## src/rtl/upower_fetch_queue.sv

```systemverilog
// rtl/upower_fetch_queue.sv - uPOWER instruction fetch front end with PC/instruction queue
// Owns the PC, issues word reads to a 1-cycle synchronous imem and queues {pc, instr} toward decode.
module upower_fetch_queue #(
  parameter int          DEPTH    = 4,
  parameter logic [63:0] RESET_PC = 64'h0
) (
  input  logic                   clk,
  input  logic                   reset,
  output logic                   imem_req,
  output logic [63:0]            imem_addr,
  input  logic [31:0]            imem_rdata,
  input  logic                   redirect_valid,
  input  logic [63:0]            redirect_pc,
  input  logic                   halt,
  output logic                   id_valid,
  input  logic                   id_ready,
  output logic [31:0]            id_instr,
  output logic [63:0]            id_pc,
  output logic [$clog2(DEPTH):0] q_count
);

  localparam int            PW     = $clog2(DEPTH);
  localparam logic [PW:0]   FULL   = (PW+1)'(DEPTH);
  localparam logic [PW:0]   CNT1   = (PW+1)'(1);
  localparam logic [PW-1:0] PTR1   = PW'(1);
  localparam logic [PW+1:0] LIMIT  = (PW+2)'(DEPTH);

  typedef enum logic [1:0] {
    S_IDLE  = 2'd0,
    S_FETCH = 2'd1,
    S_HALT  = 2'd2
  } state_t;

  state_t        state_q, state_d;
  logic [63:0]   pc_q, pc_d;
  logic          req_q;
  logic [63:0]   req_pc_q;
  logic [PW:0]   count_q, count_d;
  logic [PW-1:0] rd_ptr_q, rd_ptr_d;
  logic [PW-1:0] wr_ptr_q, wr_ptr_d;
  logic [31:0]   instr_mem_q [DEPTH];
  logic [63:0]   pc_mem_q    [DEPTH];

  logic          issue;
  logic          push;
  logic          pop;
  logic [PW+1:0] occupancy;
  logic [1:0]    unused_redirect_lsb;

  assign unused_redirect_lsb = redirect_pc[1:0];

  always_ff @(posedge clk) begin
    if (!reset) begin
      state_q <= S_IDLE;
    end else begin
      state_q <= state_d;
    end
  end

  // Redirects flush work but never move the FSM.
  always_comb begin
    state_d = state_q;
    unique case (state_q)
      S_IDLE:  state_d = S_FETCH;
      S_FETCH: if (halt) state_d = S_HALT;
      S_HALT:  if (!halt) state_d = S_FETCH;
      default: state_d = S_IDLE;
    endcase
  end

  // The in-flight word is counted against capacity; a same-cycle pop is not credited.
  assign occupancy = {1'b0, count_q} + (PW+2)'(req_q);

  always_comb begin
    issue = 1'b0;
    if (state_q == S_FETCH && !halt && !redirect_valid && occupancy < LIMIT) begin
      issue = 1'b1;
    end
  end

  assign imem_req  = issue;
  assign imem_addr = pc_q;

  assign push = req_q && !redirect_valid;
  assign pop  = id_valid && id_ready && !redirect_valid;

  always_comb begin
    pc_d     = pc_q;
    count_d  = count_q;
    rd_ptr_d = rd_ptr_q;
    wr_ptr_d = wr_ptr_q;
    if (redirect_valid) begin
      pc_d     = {redirect_pc[63:2], 2'b00};
      count_d  = '0;
      rd_ptr_d = '0;
      wr_ptr_d = '0;
    end else begin
      if (issue) pc_d = pc_q + 64'd4;
      if (push)  wr_ptr_d = wr_ptr_q + PTR1;
      if (pop)   rd_ptr_d = rd_ptr_q + PTR1;
      unique case ({push, pop})
        2'b10:   count_d = count_q + CNT1;
        2'b01:   count_d = count_q - CNT1;
        default: count_d = count_q;
      endcase
    end
  end

  always_ff @(posedge clk) begin
    if (!reset) begin
      pc_q     <= RESET_PC;
      req_q    <= 1'b0;
      req_pc_q <= RESET_PC;
      count_q  <= '0;
      rd_ptr_q <= '0;
      wr_ptr_q <= '0;
    end else begin
      pc_q     <= pc_d;
      req_q    <= issue;
      req_pc_q <= pc_q;
      count_q  <= count_d;
      rd_ptr_q <= rd_ptr_d;
      wr_ptr_q <= wr_ptr_d;
    end
  end

  always_ff @(posedge clk) begin
    if (reset && push) begin
      instr_mem_q[wr_ptr_q] <= imem_rdata;
      pc_mem_q[wr_ptr_q]    <= req_pc_q;
    end
  end

  assign id_valid = (count_q != '0);
  assign id_instr = id_valid ? instr_mem_q[rd_ptr_q] : 32'h0;
  assign id_pc    = id_valid ? pc_mem_q[rd_ptr_q] : 64'h0;
  assign q_count  = count_q;

  // The issue rule leaves a slot for every in-flight word, so a full-queue push is a design bug.
  assert property (@(posedge clk) disable iff (!reset) !(push && count_q == FULL));

endmodule

```

## config.mk

```make
export PLATFORM = sky130hd
export DESIGN_NAME = upower_fetch_queue
export DESIGN_NICKNAME = d
export VERILOG_FILES = /design/src/rtl/upower_fetch_queue.sv
export SDC_FILE = /design/constraint.sdc
export NUM_CORES = 1
export LEC_CHECK = 0
export CAP_MARGIN = 20
export CORE_MARGIN = 2
export CORE_UTILIZATION = 25
export CTS_CLUSTER_DIAMETER = 100
export DETAILED_ROUTE_END_ITERATION = 10
export GPL_TIMING_DRIVEN = 0
export PLACE_DENSITY = 0.43
export REMOVE_ABC_BUFFERS = 1
export SLEW_MARGIN = 25
export SYNTH_ARGS = -nofsm -noshare
export SYNTH_HDL_FRONTEND = slang
export SYNTH_SLANG_ARGS = --single-unit
```

## constraint.sdc

```tcl
create_clock -name clk -period 8.3 [get_ports clk]
set_input_delay 2.49 -clock clk [delete_from_list [all_inputs] [get_ports clk]]
set_output_delay 2.49 -clock clk [all_outputs]
set_load 0.005 [all_outputs]
```

==> reports/qor.txt <==
Status -> complete, no violations
Worst Hold Depth -> 0
Fraction of layout cells with a size suffix above 1 -> 0.147
Final wirelength -> 59600 um
Worst-case reg-to-reg path depth -> 7
Gr usage total -> 0.143
Average wire per standard cell -> 22.4 um
CTS Hold Bufs -> 0
Clock buffer depth -> 3
Crit path DAT -> 5.37 ns
Final core utilization -> 0.331
Nets -> 1661
Antenna violations before repair -> 7
Gate Count Post-Synth -> 1283
Post-CTS Setup Bufs -> 0
Minimum clock period -> 7.86 ns
Final Hold Violating Endpoints -> 0
# DRC -> 0
Layout Area Growth over Synthesis -> 30.6%
Core Box Area -> 79300 um2
GR peak layer -> met2
Post_cts resized -> 0
Root buf cell -> clkbuf_16
Worst slew pin tran -> 0.721 ns
1st-iter DRT viols -> 672
CTS tree -> yes
Worst Path Max Fanout -> 27
Slowest CP cell -> clkdlybuf4s50_1
DR pass1 iterations -> 5
Crit end category -> primary output
Max Slew Vio Count -> 0
RR Endpoint -> imem_addr[47]$_SDFFE_PN0P_
Worst Setup Start Kind -> primary input
Initial core utilization -> 0.253
Maximum vdd drop -> 0.000126 V
HP Class -> flop to flop
R2r setup slk -> 5.29 ns
Vias in the first global route -> 12800
Hold Path End -> pc_mem_q[0][11]$_DFFE_PP_
Slew HR -> 0.517
Reg clk slew, reported paths -> 0.06 ns
First-pass GRT wire length -> 87200 um
GR Overflow Total -> 0
Final worst path period share -> 0.947
Final setup margin -> 0.439 ns
Post-synthesis sequential area ratio -> 0.698
Area of the die -> 82600 um2
Yosys Warn Count -> 0
Fmax -> 0.127 GHz
Skew final -> 0.0172 ns
Yosys reg bits -> 512
Post-synth EDFFs -> 376
Via density -> 4.58
Num rows -> 103
Met2 Use GR -> 0.241
Worst-path cell chain -> buf_2 -> buf_12 -> nor4_1 -> nand3_2 -> buf_16 -> inv_2 -> buf_16 -> clkdlybuf4s50_1
GPL Wtd Cong -> 0.726
Top Ports -> 266
Most frequent cells in the layout -> edfxtp_1 (376), clkdlybuf4s50_1 (257), and2_1 (150)
CTS Buf Count -> 57
Mapped cell area -> 20100 um2
CP peak stage delay -> 0.55 ns
H-tree levels -> 2
Fin cells -> 2656
WS Path Type -> primary input to primary output
Pin count of the biggest net entering global routing -> 79
Worst path required time -> 5.81 ns
Vert. Die Dim -> 287 um
Static leakage power -> 8.37 nW
Vias -> 12200
Cell mode on critical path -> buf_16
Clock Latency Late Sink -> 0.61 ns
Chip Width -> 287 um
Routing usage on met3 -> 0.0292
RSZ-0062 raised after global routing -> false
R2r startpoint -> q_count[2]$_SDFFE_PP0P_
Commonest non-fill, non-tap cell in the layout -> edfxtp_1
Yosys cell types -> 57
Setup violators final -> 0
Setup WS pre-CTS -> 0.406 ns
Pwr per Cell Area -> 210 nW/um2
Prevailing post-synth register cell -> edfxtp_1
Max-cap violation count -> 0
Post-DRT Antenna Nets -> 0
Clock sinks -> 512
Met1 Use GR -> 0.187
HP Start -> req_pc_q[11]$_SDFF_PN0_
# placed instances -> 2544
Async SR Flop Fraction -> 0
Port Buffer Count -> 259
DP HPWL -> 39800 um
Avg Cell Area, Syn -> 15.7 um2
[cell usage after synthesis, types with 5 or more instances]
library cell	number	area, um2
and2_1	150	938
nand4_1	30	188
o311ai_1	5	43.8
o211ai_1	12	90.1
nand3_1	24	120
o21ai_0	47	235
a31oi_1	19	119
buf_1	12	45.0
xor2_1	12	105
nor2_1	43	161
a21oi_1	28	140
edfxtp_1	376	11300
nor4_1	17	106
a211oi_1	6	45.0
o31ai_1	12	90.1
inv_1	20	75.1
xnor2_1	16	140
and3_1	12	75.1
ha_1	6	75.1
mux4_2	94	2120
nor3_1	7	35.0
clkbuf_1	62	233
and4_1	5	43.8
or3_1	20	125
or4_1	17	128
nand2_1	46	173
dfxtp_1	136	2720
[critical path, delay by kind of cell]
| family | cells | cell delay, ns |
|---|---|---|
| AND/OR/NAND/NOR | 2 | 0.82 |
| buffers and inverters | 6 | 2.01 |
[flip-flops by register name, summed over array words and instances, names as in the netlist, named ones only]
| register | cells |
|---|---|
| wr_ptr_q | 2 |
| instr_mem_q | 128 |
| pc_mem_q | 248 |
| q_count | 3 |
| rd_ptr_q | 2 |
| imem_addr | 62 |
| state_q | 2 |
| req_pc_q | 62 |
| req_q | 1 |
[routing by layer]
| metal | vias to the layer above | part of all wire |
|---|---|---|
| met5 | - | 0 |
| met2 | 272 | 0.49 |
| met4 | 0 | 0.019 |
| met3 | 73 | 0.051 |
| li1 | 5518 | - |
| met1 | 6298 | 0.44 |
[stage by stage]
stage / hold WS, ns / area (um2) / TNS (ns) / total power [mW]
6_report: 0.472 / 26200 / 0 / 5.51
5_1_grt: 0.494 / 26200 / 0 / 5.71
4_1_cts: 0.473 / 26200 / 0 / 5.60
3_5_place_dp: 0.458 / 24400 / 0 / 3.09
3_3_place_gp: 0.447 / 23700 / -2626.20 / 3.08
2_1_floorplan: 0.438 / 19800 / 0 / 2.92
[kinds of logic after synthesis]
family	share of synthesized area
xor gates and xnor gates	0.0122
AOI/OAI and AO/OA	0.0478
other	0.000187
DFF	0.698
adders and majority gates	0.00523
buffers and inverters	0.0201
muxes	0.106
and+or+nand+nor	0.110
[worst max-delay path by stage]
stage / depth (start not counted) / end / start / slack [ns]
after floorplan: 2 / id_instr[0] / flop / 1.06
after global placement: 4 / instr_mem_q[0][15]$_DFFE_PP_ / reset / -6.36
after detailed placement: 8 / imem_req / redirect_valid / 0.41
after CTS: 8 / imem_req / redirect_valid / 0.40
after global routing: 8 / imem_req / redirect_valid / 0.18
final: 8 / imem_req / redirect_valid / 0.44
[power breakdown]
| group | switching, mW | internal (mW) |
|---|---|---|
| sequential | 0.0557 | 2.77 |
| clock | 1.03 | 1.44 |
| combinational | 0.0937 | 0.112 |
| total | 1.18 | 4.33 |
[layout make-up]
class / count / area, um2
fill: 7802 / 53000
antenna: 5 / 12.5
clock buffer: 76 / 1560
tap: 1050 / 1310
timing repair buffer: 288 / 3240
inverter: 21 / 83.8
clock inverter: 31 / 275
sequential: 512 / 14000
multi-input combinational: 673 / 5730
(Power assumes the default switching activity.)
